===== config.mk =====
export PLATFORM = sky130hd
export DESIGN_NAME = eth_tx_arbiter
export DESIGN_NICKNAME = d
export VERILOG_FILES = /design/src/rtl/eth_pkg.sv /design/src/rtl/eth_rr_arb.sv /design/src/rtl/eth_tx_arbiter.sv
export SDC_FILE = /design/constraint.sdc
export NUM_CORES = 1
export LEC_CHECK = 0
export BUFFER_PORTS_ARGS = -buffer_cell sky130_fd_sc_hd__buf_4
export CORE_AREA = 3 3 80 82
export DETAILED_ROUTE_END_ITERATION = 12
export DIE_AREA = 0 0 83 85
export MAX_ROUTING_LAYER = met4
export PLACE_DENSITY = 0.79
export SLEW_MARGIN = 5
export SYNTH_ARGS = -nofsm -noshare
export SYNTH_HDL_FRONTEND = slang
export SYNTH_SLANG_ARGS = --single-unit

===== constraint.sdc =====
create_clock -name clk -period 2.4 [get_ports clk]
set_input_delay 0.12 -clock clk [delete_from_list [all_inputs] [get_ports clk]]
set_output_delay 0.12 -clock clk [all_outputs]
set_load 0.01 [all_outputs]

===== src/rtl/eth_pkg.sv =====
// Shared types and default constants for the Ethernet transmit arbiter.
package eth_pkg;

    typedef enum logic [1:0] {
        IDLE,
        XFER,
        DRAIN,
        IFG
    } arb_state_t;

    localparam int ETH_MAX_LEN   = 1518;
    localparam int ETH_IFG_BYTES = 12;

endpackage


===== src/rtl/eth_rr_arb.sv =====
// Combinational round-robin picker: the first requester with valid high,
// searching upward from the one after the last winner.
module eth_rr_arb
    import eth_pkg::*;
#(
    parameter int N_REQ = 2
) (
    input  logic [N_REQ-1:0]         req_i,
    input  logic [$clog2(N_REQ)-1:0] last_i,
    output logic [$clog2(N_REQ)-1:0] grant_o,
    output logic                     any_o
);

    localparam int GW = $clog2(N_REQ);

    logic [GW-1:0] cand;
    logic          found;

    always_comb begin
        grant_o = '0;
        cand    = '0;
        found   = 1'b0;
        any_o   = |req_i;
        // k = N_REQ wraps back onto last_i itself, so a lone requester can win again.
        for (int k = 1; k <= N_REQ; k++) begin
            cand = GW'((int'(last_i) + k) % N_REQ);
            if (!found && req_i[cand]) begin
                grant_o = cand;
                found   = 1'b1;
            end
        end
    end

endmodule


===== src/rtl/eth_tx_arbiter.sv =====
// Frame-granular round-robin arbiter in front of the MAC transmit byte
// interface, with inter-frame gap, oversize truncation and frame statistics.
module eth_tx_arbiter
    import eth_pkg::*;
#(
    parameter int N_REQ      = 2,
    parameter int IFG_CYCLES = ETH_IFG_BYTES,
    parameter int MAX_LEN    = ETH_MAX_LEN
) (
    input  logic                     clk,
    input  logic                     rst,
    input  logic [8*N_REQ-1:0]       s_tdata,
    input  logic [N_REQ-1:0]         s_tvalid,
    input  logic [N_REQ-1:0]         s_tlast,
    output logic [N_REQ-1:0]         s_tready,
    output logic [7:0]               m_tdata,
    output logic                     m_tvalid,
    output logic                     m_tlast,
    output logic                     m_tuser,
    input  logic                     m_tready,
    output logic [$clog2(N_REQ)-1:0] grant,
    output logic                     busy,
    output logic [15:0]              frames_sent,
    output logic [15:0]              frames_trunc
);

    localparam int GW = $clog2(N_REQ);
    localparam int CW = $clog2(MAX_LEN + 1);
    localparam int IW = (IFG_CYCLES > 0) ? $clog2(IFG_CYCLES + 1) : 1;

    localparam logic [CW-1:0] CNT_LAST  = CW'(MAX_LEN - 1);
    localparam logic [IW-1:0] IFG_LAST  = (IFG_CYCLES > 0) ? IW'(IFG_CYCLES - 1) : '0;
    localparam logic [GW-1:0] LAST_RST  = GW'(N_REQ - 1);
    localparam arb_state_t    END_STATE = (IFG_CYCLES > 0) ? IFG : IDLE;

    arb_state_t    state_q, state_d;
    logic [GW-1:0] grant_q, grant_d;
    logic [GW-1:0] last_q, last_d;
    logic [CW-1:0] cnt_q, cnt_d;
    logic [IW-1:0] ifg_q, ifg_d;
    logic [15:0]   sent_q, sent_d;
    logic [15:0]   trunc_q, trunc_d;

    logic [GW-1:0] pick;
    logic          any_req;
    logic [7:0]    sel_data;
    logic          sel_valid;
    logic          sel_last;
    logic          at_max;

    eth_rr_arb #(
        .N_REQ (N_REQ)
    ) u_arb (
        .req_i   (s_tvalid),
        .last_i  (last_q),
        .grant_o (pick),
        .any_o   (any_req)
    );

    assign sel_data  = s_tdata[{grant_q, 3'b000} +: 8];
    assign sel_valid = s_tvalid[grant_q];
    assign sel_last  = s_tlast[grant_q];
    // The beat in flight is the MAX_LEN-th byte of the frame.
    assign at_max    = (cnt_q == CNT_LAST);

    assign grant        = grant_q;
    assign busy         = (state_q != IDLE);
    assign frames_sent  = sent_q;
    assign frames_trunc = trunc_q;

    always_ff @(posedge clk) begin
        if (!rst) begin
            state_q <= IDLE;
            grant_q <= '0;
            last_q  <= LAST_RST;
            cnt_q   <= '0;
            ifg_q   <= '0;
            sent_q  <= '0;
            trunc_q <= '0;
        end else begin
            state_q <= state_d;
            grant_q <= grant_d;
            last_q  <= last_d;
            cnt_q   <= cnt_d;
            ifg_q   <= ifg_d;
            sent_q  <= sent_d;
            trunc_q <= trunc_d;
        end
    end

    always_comb begin
        state_d  = state_q;
        grant_d  = grant_q;
        last_d   = last_q;
        cnt_d    = cnt_q;
        ifg_d    = ifg_q;
        sent_d   = sent_q;
        trunc_d  = trunc_q;
        s_tready = '0;
        m_tdata  = '0;
        m_tvalid = 1'b0;
        m_tlast  = 1'b0;
        m_tuser  = 1'b0;

        case (state_q)
            IDLE: begin
                if (any_req) begin
                    grant_d = pick;
                    last_d  = pick;
                    cnt_d   = '0;
                    state_d = XFER;
                end
            end

            XFER: begin
                m_tdata            = sel_data;
                m_tvalid           = sel_valid;
                s_tready[grant_q]  = m_tready;
                m_tlast            = sel_valid && (sel_last || at_max);
                m_tuser            = sel_valid && at_max && !sel_last;
                if (sel_valid && m_tready) begin
                    cnt_d = cnt_q + 1'b1;
                    if (sel_last || at_max) begin
                        sent_d = sent_q + 16'd1;
                        ifg_d  = '0;
                        // A frame ending exactly at MAX_LEN is complete, not truncated.
                        if (!sel_last) begin
                            trunc_d = trunc_q + 16'd1;
                            state_d = DRAIN;
                        end else begin
                            state_d = END_STATE;
                        end
                    end
                end
            end

            DRAIN: begin
                s_tready[grant_q] = 1'b1;
                if (sel_valid && sel_last) begin
                    ifg_d   = '0;
                    state_d = END_STATE;
                end
            end

            IFG: begin
                if (ifg_q == IFG_LAST) begin
                    state_d = IDLE;
                end else begin
                    ifg_d = ifg_q + 1'b1;
                end
            end

            default: state_d = IDLE;
        endcase
    end

endmodule


Word-level counts from Yosys, hierarchy flattened

Cells that the tools add are included.

Register bits after elaboration: 51
Bits in latches: 0
RAM bits: 0
Memory bits (read-only): 0
Input port bits: 23
Output and inout bits: 47
Word-level logic and storage cells: 85
Memories: 0

$add $sub $neg: 6
Multiply operators: 0
Div/mod/pow operators: 0
$lt $le $gt $ge: 4
Equality and inequality tests: 11
Shift operators: 1
Muxes and demuxes: 33
Bitwise operators: 2
Reductions and logical operators: 21

Operator list:

| cell                  | count |
|---|---|
| $add 16x1->16 const B | 2 |
| $mux 11               | 2 |
| $pmux 11 s2           | 1 |
| $mux 1                | 16 |
| $mux 4                | 4 |
| $shiftx 16x5->8       | 1 |
| $ne 2x2->1 const B    | 6 |
| $pmux 4 s3            | 1 |
| $add 11x1->11 const B | 1 |
| $eq 11x11->1 const B  | 1 |
| $mux 2                | 5 |
| $reduce_and 5->1      | 2 |
| $mux 8                | 1 |
| $pmux 2 s4            | 1 |
| $logic_and 1x1->1     | 7 |
| $lt 1x2->1 const B    | 3 |
| $reduce_and 3->1      | 2 |
| $add 4x1->4 const B   | 1 |
| $eq 2x2->1 const B    | 2 |
| $eq 4x4->1 const B    | 1 |
| $pmux 2 s2            | 1 |
| $reduce_and 4->1      | 1 |
| $reduce_bool 2->1     | 2 |
| $reduce_bool 3->1     | 1 |
| other kinds (11)      | 13 |

Logic depth before layout (Yosys ltp)

Gate-level depths: netlist of run 1.

Depth in word-level cells: 7
Depth in mapped cells: 8
Depth with buffers taken out: 6

Modules after synthesis

Synthesis of run 1 repeated with hierarchy kept, for this count alone.

Cell total of the unflattened synthesis: 343
Area total of the unflattened synthesis: 2904.0 sq um

Modules (own cells, without submodules):

| module         | times used | cells each | area an instance (sq um) | seq. area each (sq um) |
|---|---|---|---|---|
| eth_tx_arbiter | 1          | 341        | 2890.3                   | 1021.0 |
| eth_rr_arb     | 1          | 2          | 13.8                     | 0.0 |

Least setup slack after synthesis of run 1

No wires, ideal clock.

Path kind: reg2reg
From: register state_q[1]
To: register sent_q[14], in the netlist frames_sent[14]
Library setup time: 0.072 ns
Arrival time: 1.781 ns
Required time: 2.328 ns
Slack: 0.547 ns
Stages on the path, launching flop included: 9
Buffers on the path: 3
Period minus slack after synthesis: 1.853 ns
Path through: dfxtp_1 -> inv_1 -> ha_1 -> clkbuf_1 -> nand3_1 -> clkbuf_1 -> buf_2 -> nor4_1 -> mux2i_1

Longest elaborated chain between the ends: 2

Ends and longest elaborated chain:

| what                              | line                  | text |
|---|---|---|
| start: declaration                | eth_tx_arbiter.sv:36  | `arb_state_t state_q, state_d;` |
| start signal: assignment          | eth_tx_arbiter.sv:81  | `state_q <= state_d;` |
| $eq 2x1->1                        | eth_tx_arbiter.sv:105 | `case (state_q)` |
| $reduce_and 3->1 (no source line) | -                     |  |
| end signal: assignment            | eth_tx_arbiter.sv:86  | `sent_q <= sent_d;` |
| end: declaration                  | eth_tx_arbiter.sv:41  | `logic [15:0] sent_q, sent_d;` |

No other way between the ends.
A chain may end at the register's enable or synchronous reset.

Worst setup path in the final report of run 1

From: register state_q[0]
To: register cnt_q[4]

Longest elaborated chain between the ends: 3
Elaborated cells on any way between the ends: 7
Classes of those cells: eq/ne: 3; mux: 1; reduce/logical: 3

Ends and longest elaborated chain:

| what                                                                    | line                  | text |
|---|---|---|
| $eq 2x1->1 / $logic_not 2->1 (equally long branches)                    | eth_tx_arbiter.sv:105 |  |
| $ne 2x2->1 (no source line) / $reduce_bool 2->1 (equally long branches) | -                     |  |
| $reduce_and 3->1 (no source line)                                       | -                     |  |
| end signal: assignment                                                  | eth_tx_arbiter.sv:84  | `cnt_q <= cnt_d;` |
| end: declaration                                                        | eth_tx_arbiter.sv:39  | `logic [CW-1:0] cnt_q, cnt_d;` |

Parallel ways exist; a longest one is shown, timed or not.

==> results.py, run 1 <==
metrics = {
    "status": {
        "status": "finished clean",
    },
    "detailed_routing": {
        "drtPass1Iterations": 4,
        "vias": 3019,
        "drt.antenna.violating_nets": 0,
        "wl_per_cell_um": 15.1,
        "wl_um": 7730,
        "drcViolationCount": 0,
        "drt-vias-per-instance": 5.91,
        "drtIter0Drc": 194,
    },
    "layout": {
        "diodes": 0,
        "drive_gt1_share_pct": 22.5,
        "areaGrowthSynthToFinish_pct": 22.1,
        "post-route-util_pct": 65.4,
        "num-fill-cells": 505,
        "nets": 467,
        "final_cell_count_no_fill": 511,
    },
    "die": {
        "coreArea_mm2": 0.00582,
        "die_area_mm2": 0.00706,
        "start_util_pct": 53.6,
        "rows": 28,
        "die_h_um": 85,
        "pin_count": 70,
        "die_w_um": 83,
    },
    "timing": {
        "hold_violations": 0,
        "rsz0062_at_grt": "false",
        "slew_viol_final": 0,
        "setup_slack_ps": 346,
        "max_freq_mhz": 487,
        "tightest_slew_ps": 764,
        "timing.final.crit_share_pct": 85.6,
        "slew_headroom_pct": 49.0,
        "skew_ps": 9.68,
        "fin_tns_setup_ps": 0,
        "setup_viol": 0,
        "timing.final.crit_period_ps": 2050,
    },
    "clock_network": {
        "cts_tree": "yes",
        "cts_sinks": 51,
        "h-tree-depth": 2,
        "cts_setup_buffers": 0,
        "cts_buffer_depth": 2,
        "numCtsBuffers": 5,
        "clock_latency_ps": 310,
        "ctsHoldBuffers": 0,
        "root_buffer": "clkbuf_8",
        "cts_resized": 0,
        "clk_pin_slew_ps": 100,
    },
    "job": {
        "cap_violations": 0,
    },
    "power_and_ir_drop": {
        "power_mw": 2.37,
        "combinationalPowerShare_pct": 37.8,
        "switching_power_mw": 0.848,
        "intPower_mw": 1.52,
        "powerDensity_mw_per_mm2": 622,
        "power_frac_seq_pct": 38.6,
        "swShare_pct": 35.8,
        "ir_worst_vdd_uv": 394,
        "leakage_nw": 1.40,
        "clkPwrFrac_pct": 23.6,
    },
    "yosys": {
        "syn_inst": 373,
        "yosysUniqueCellTypes": 54,
        "synth_area_leaders": "dfxtp_1, mux2i_1, nand2_1",
        "syn_area_mm2": 0.00312,
        "seq_area_frac_synth_pct": 32.8,
        "syn_area_per_cell_um2": 8.35,
        "synth_ff_type": "dfxtp_1",
        "ys.warnings.count": 0,
        "synth-edff-count": 0,
        "async_flop_share_pct": 0,
        "yosysTopAreaCellShare_pct": 32.8,
        "ys_ff_latch": 51,
        "syn-num-nets": 405,
        "yosysTopAreaCell": "dfxtp_1",
    },
    "global_routing": {
        "grt_pass1_wl_um": 13300,
        "track_usage_pct": 22.8,
        "grt_pass1_vias": 2855,
        "gr-total-overflow": 0,
        "antenna_found_initial": 0,
        "grt_max_degree": 48,
    },
    "critical_path": {
        "cp_max_fo": 18,
        "crit_path_start_kind": "flop",
        "path_cells": "inv_1 -> ha_1 -> nor2b_1 -> a32oi_2 -> or4_2 -> a21oi_1",
        "cp-startpoint": "state_q[0]$_SDFFE_PN0P_",
        "required_ps": 2640,
        "crit_type": "reg2reg",
        "slowest_stage": "or4_2",
        "crit_arrival_ps": 2290,
        "r2r-start": "state_q[0]$_SDFFE_PN0P_",
        "end_kind": "flop",
        "max_stage_delay_ps": 630,
    },
    "placement": {
        "dp.cells": 503,
        "numPortBuffers": 69,
        "dp_hpwl_um": 5610,
        "place_ws_ps": 375,
        "gp_congestion": 0.840,
    },
    "worst_hold_path": {
        "hold_class": "in2reg",
        "min_from": "rst",
    },
}
[Yosys cell counts, types with 9 or more instances]
| cell type | n |
|---|---|
| and3_1 | 9 |
| or4_1 | 14 |
| nand2b_1 | 20 |
| nand3_1 | 20 |
| ha_1 | 9 |
| dfxtp_1 | 51 |
| clkbuf_1 | 10 |
| nand4_1 | 10 |
| nor2b_1 | 9 |
| or3_1 | 9 |
| o31ai_1 | 15 |
| a21oi_1 | 27 |
| nor4_1 | 21 |
| mux2i_1 | 28 |
| nand2_1 | 43 |
| inv_1 | 15 |
[through the flow]
step           cell area [µm²]  hold WS, ps
2_1_floorplan             3120          275
3_3_place_gp              3700          432
3_5_place_dp              3700          442
4_1_cts                   3800          111
5_1_grt                   3800          108
6_report                  3800          111
[layer usage]
metal,share of wire (%),routed length (µm),vias up,track usage [%]
met1,44,3380,1443,27.4
met4,2.0,155,0,6.54
met5,0,0,-,-
met2,52,3990,47,39.3
li1,-,-,1515,-
met3,2.6,201,14,4.17
[power by group through the flow]
stage | Combinational (mW) | Sequential, mW | Clock, mW
global placement | 0.857 | 0.927 | 0
detailed placement | 0.885 | 0.932 | 0
CTS | 0.891 | 0.912 | 0.575
floorplan | 0.620 | 0.918 | 0
finish | 0.893 | 0.913 | 0.559
global route | 0.986 | 0.919 | 0.611
[flip-flops by register name, indices dropped and copies added (netlist names)]
register	flops
frames_sent	16
state_q	2
cnt_q	11
frames_trunc	16
last_q	1
grant	1
ifg_q	4
[worst max-delay path: cells and delay by family, from the launching register on]
family | cells | cell delay (ps)
flops | 1 | 350
fa+ha+maj | 1 | 250
simple gates | 2 | 890
buf+inv | 1 | 100
compound gates | 2 | 390
[final timing paths]
kind | to | slack (ps) | cells after the start
hold / removal | frames_sent[12]$_SDFFE_PN0P_ | 110 | 3
hold reg to reg | frames_trunc[15]$_SDFFE_PN0P_ | 480 | 2
setup reg to reg | cnt_q[4]$_SDFFE_PN0P_ | 350 | 6
setup / recovery | cnt_q[4]$_SDFFE_PN0P_ | 350 | 6
[placed cells by master (no fill, tap or decap), types with 2 or more instances in the layout]
master / n
a21oi_1: 27
o31ai_1: 15
mux2i_1: 28
clkbuf_8: 7
nor4_1: 21
nand4_1: 10
and3_1: 9
nor2_1: 6
dfxtp_1: 51
nand2_1: 43
ha_1: 9
nand3b_1: 4
nand2b_1: 20
nand3_1: 20
o32ai_1: 2
or4_1: 14
buf_4: 75
o21ai_0: 7
o22ai_1: 2
or3_1: 9
inv_1: 15
and4_1: 2
nor2b_1: 9
[logic make-up after synthesis]
kind of cell,Yosys count,synth area share [%]
compound gates,70,15.3
flops,51,32.8
buf+inv,36,4.74
simple gates,176,33.1
fa+ha+maj,9,3.61
mux,31,10.6
[cell type report]
class                           instances  area, µm²  area share, %
Timing Repair Buffer                   76        583           15.3
Multi-Input combinational cell        286       1950           51.2
Inverter                               15       56.3           1.48
Sequential cell                        51       1020           26.8
Tap cell                               75       93.8           2.47
Clock buffer                            7       96.3           2.53
Clock inverter                          1       7.51          0.197
Power figures use the tool's default switching activity.
==> inputs of run 2 (changes only) <==
- CORE_AREA: 3 3 80 82 -> 3 3 103 65
- DIE_AREA: 0 0 83 85 -> 0 0 106 68
- PLACE_DENSITY: 0.79 -> 0.78
==> run 2 against run 1 <==
- highest routed layer unchanged
- sequential share of layout area shrank 0.11 points
- fmax shrank 7.5%
- final area grew 0.43%
- combinational power grew 1%
- critical path type unchanged
- total power grew 2.0%
- sequential power shrank 0.7%
- routed wire length grew 1.3%
- register-to-register slack lost 170 ps
- setup slack lost 170 ps
- critical path depth shrank 1
==> results.py, run 2 (synthesis results as in run 1) <==
metrics = {
    "clock_network": {
        "clock_latency_ps": 310,
        "clk_pin_slew_ps": 100,
        "cts_tree": "yes",
        "cts_resized": 0,
        "h-tree-depth": 2,
        "cts_sinks": 51,
        "root_buffer": "clkbuf_8",
        "cts_buffer_depth": 2,
        "cts_setup_buffers": 0,
        "ctsHoldBuffers": 0,
        "numCtsBuffers": 5,
    },
    "die": {
        "rows": 21,
        "coreArea_mm2": 0.00568,
        "die_h_um": 68,
        "die_area_mm2": 0.00721,
        "start_util_pct": 54.9,
        "pin_count": 70,
        "die_w_um": 106,
    },
    "timing": {
        "setup_slack_ps": 180,
        "rsz0062_at_grt": "false",
        "skew_ps": 8.69,
        "slew_viol_final": 0,
        "timing.final.crit_period_ps": 2220,
        "slew_headroom_pct": 52.3,
        "max_freq_mhz": 450,
        "setup_viol": 0,
        "timing.final.crit_share_pct": 92.5,
        "tightest_slew_ps": 716,
        "fin_tns_setup_ps": 0,
        "hold_violations": 0,
    },
    "critical_path": {
        "crit_path_start_kind": "flop",
        "reg2reg_to": "frames_trunc[3]$_SDFFE_PN0P_",
        "r2r_setup_slack_ps": 180,
        "end_kind": "flop",
        "crit_arrival_ps": 2450,
        "cp_max_fo": 21,
        "cp-startpoint": "cnt_q[0]$_SDFFE_PN0P_",
        "r2r_cells": 5,
        "required_ps": 2630,
        "crit_type": "reg2reg",
        "r2r-start": "cnt_q[0]$_SDFFE_PN0P_",
    },
    "detailed_routing": {
        "wl_per_cell_um": 15.2,
        "drt-vias-per-instance": 5.94,
        "drt.antenna.violating_nets": 0,
        "drcViolationCount": 0,
        "drtIter0Drc": 260,
        "drtPass1Iterations": 4,
        "wl_um": 7830,
        "vias": 3064,
    },
    "layout": {
        "drive_gt1_share_pct": 22.5,
        "final_common_cell": "buf_4",
        "num-fill-cells": 489,
        "diodes": 0,
        "areaGrowthSynthToFinish_pct": 22.7,
        "mostFrequentLayoutCells": "buf_4, dfxtp_1, nand2_1",
        "nets": 468,
    },
    "job": {
        "cap_violations": 0,
    },
    "power_and_ir_drop": {
        "leakage_nw": 1.41,
        "powerDensity_mw_per_mm2": 631,
        "ir_worst_vdd_uv": 487,
    },
    "placement": {
        "numPortBuffers": 69,
        "gp_congestion": 0.842,
        "place_ws_ps": 209,
        "dp_hpwl_um": 5680,
    },
    "global_routing": {
        "track_usage_pct": 22.2,
        "gr-total-overflow": 0,
        "antenna_found_initial": 0,
        "grt_pass1_vias": 2729,
        "grt_pass1_wl_um": 12800,
        "grt_max_degree": 48,
    },
    "status": {
        "status": "finished clean",
    },
    "worst_hold_path": {
        "holdPathStages": 3,
        "hold_class": "in2reg",
        "min_from": "s_tvalid[1]",
        "hold_end": "last_q$_SDFFE_PN1P_",
    },
}
run 2: changes by cell type in the layout (fill, tap and decap cells not counted), sizes merged:
cell	previous run	this run
clkbuf	7	5
bufinv	0	1
buf	76	77
run 2: final cells by class:
class	instances	area, µm²	share of cell area [%]
flip-flops and latches	51	1020	26.7
clock inverters	2	37.5	0.982
multi-input cells	286	1950	50.9
repair buffers	77	591	15.5
clock buffers	5	68.8	1.80
inverters	15	56.3	1.47
well taps	80	100	2.62
run 2: critical path, stage by stage (launching register included):
cell and delay [ps]:
dfxtp_1 400, ha_1 240, and4bb_4 270, nand4_2 420, or4_1 660, a21oi_1 150
run 2: through the flow:
step	cell area [µm²]	power [mW]	util [%]	std cells	hold WS [ps]
CTS	3820	2.41	67.3	516	159
global placement	3710	1.80	65.5	509	456
global route	3820	2.55	67.3	516	173
floorplan	3120	1.54	-	373	275
finish	3820	2.41	67.3	516	163
detailed placement	3710	1.82	65.5	509	462
run 2: routing by layer:
layer	GRT usage [%]	wire length [µm]	up-vias
met5	-	0	-
met4	5.82	48	0
met3	5.09	422	7
met2	33.0	3410	77
met1	30.7	3950	1458
li1	-	-	1522
run 2: worst max-delay path by stage:
stage,to,cells after the start,slack (ps)
finish,frames_trunc[3]$_SDFFE_PN0P_,5,180
global route,frames_trunc[3]$_SDFFE_PN0P_,5,30
CTS,frames_trunc[3]$_SDFFE_PN0P_,5,200
detailed placement,frames_trunc[5]$_SDFFE_PN0P_,5,210
global placement,frames_trunc[0]$_SDFFE_PN0P_,6,290
floorplan,frames_sent[14]$_SDFFE_PN0P_,8,550
run 2: report_power, final:
| part | internal (mW) | switching [mW] | leakage [nW] |
|---|---|---|---|
| Clock | 0.305 | 0.294 | 0.0502 |
| Sequential | 0.875 | 0.0317 | 0.412 |
| Combinational | 0.383 | 0.523 | 0.945 |
| Total | 1.56 | 0.850 | 1.41 |
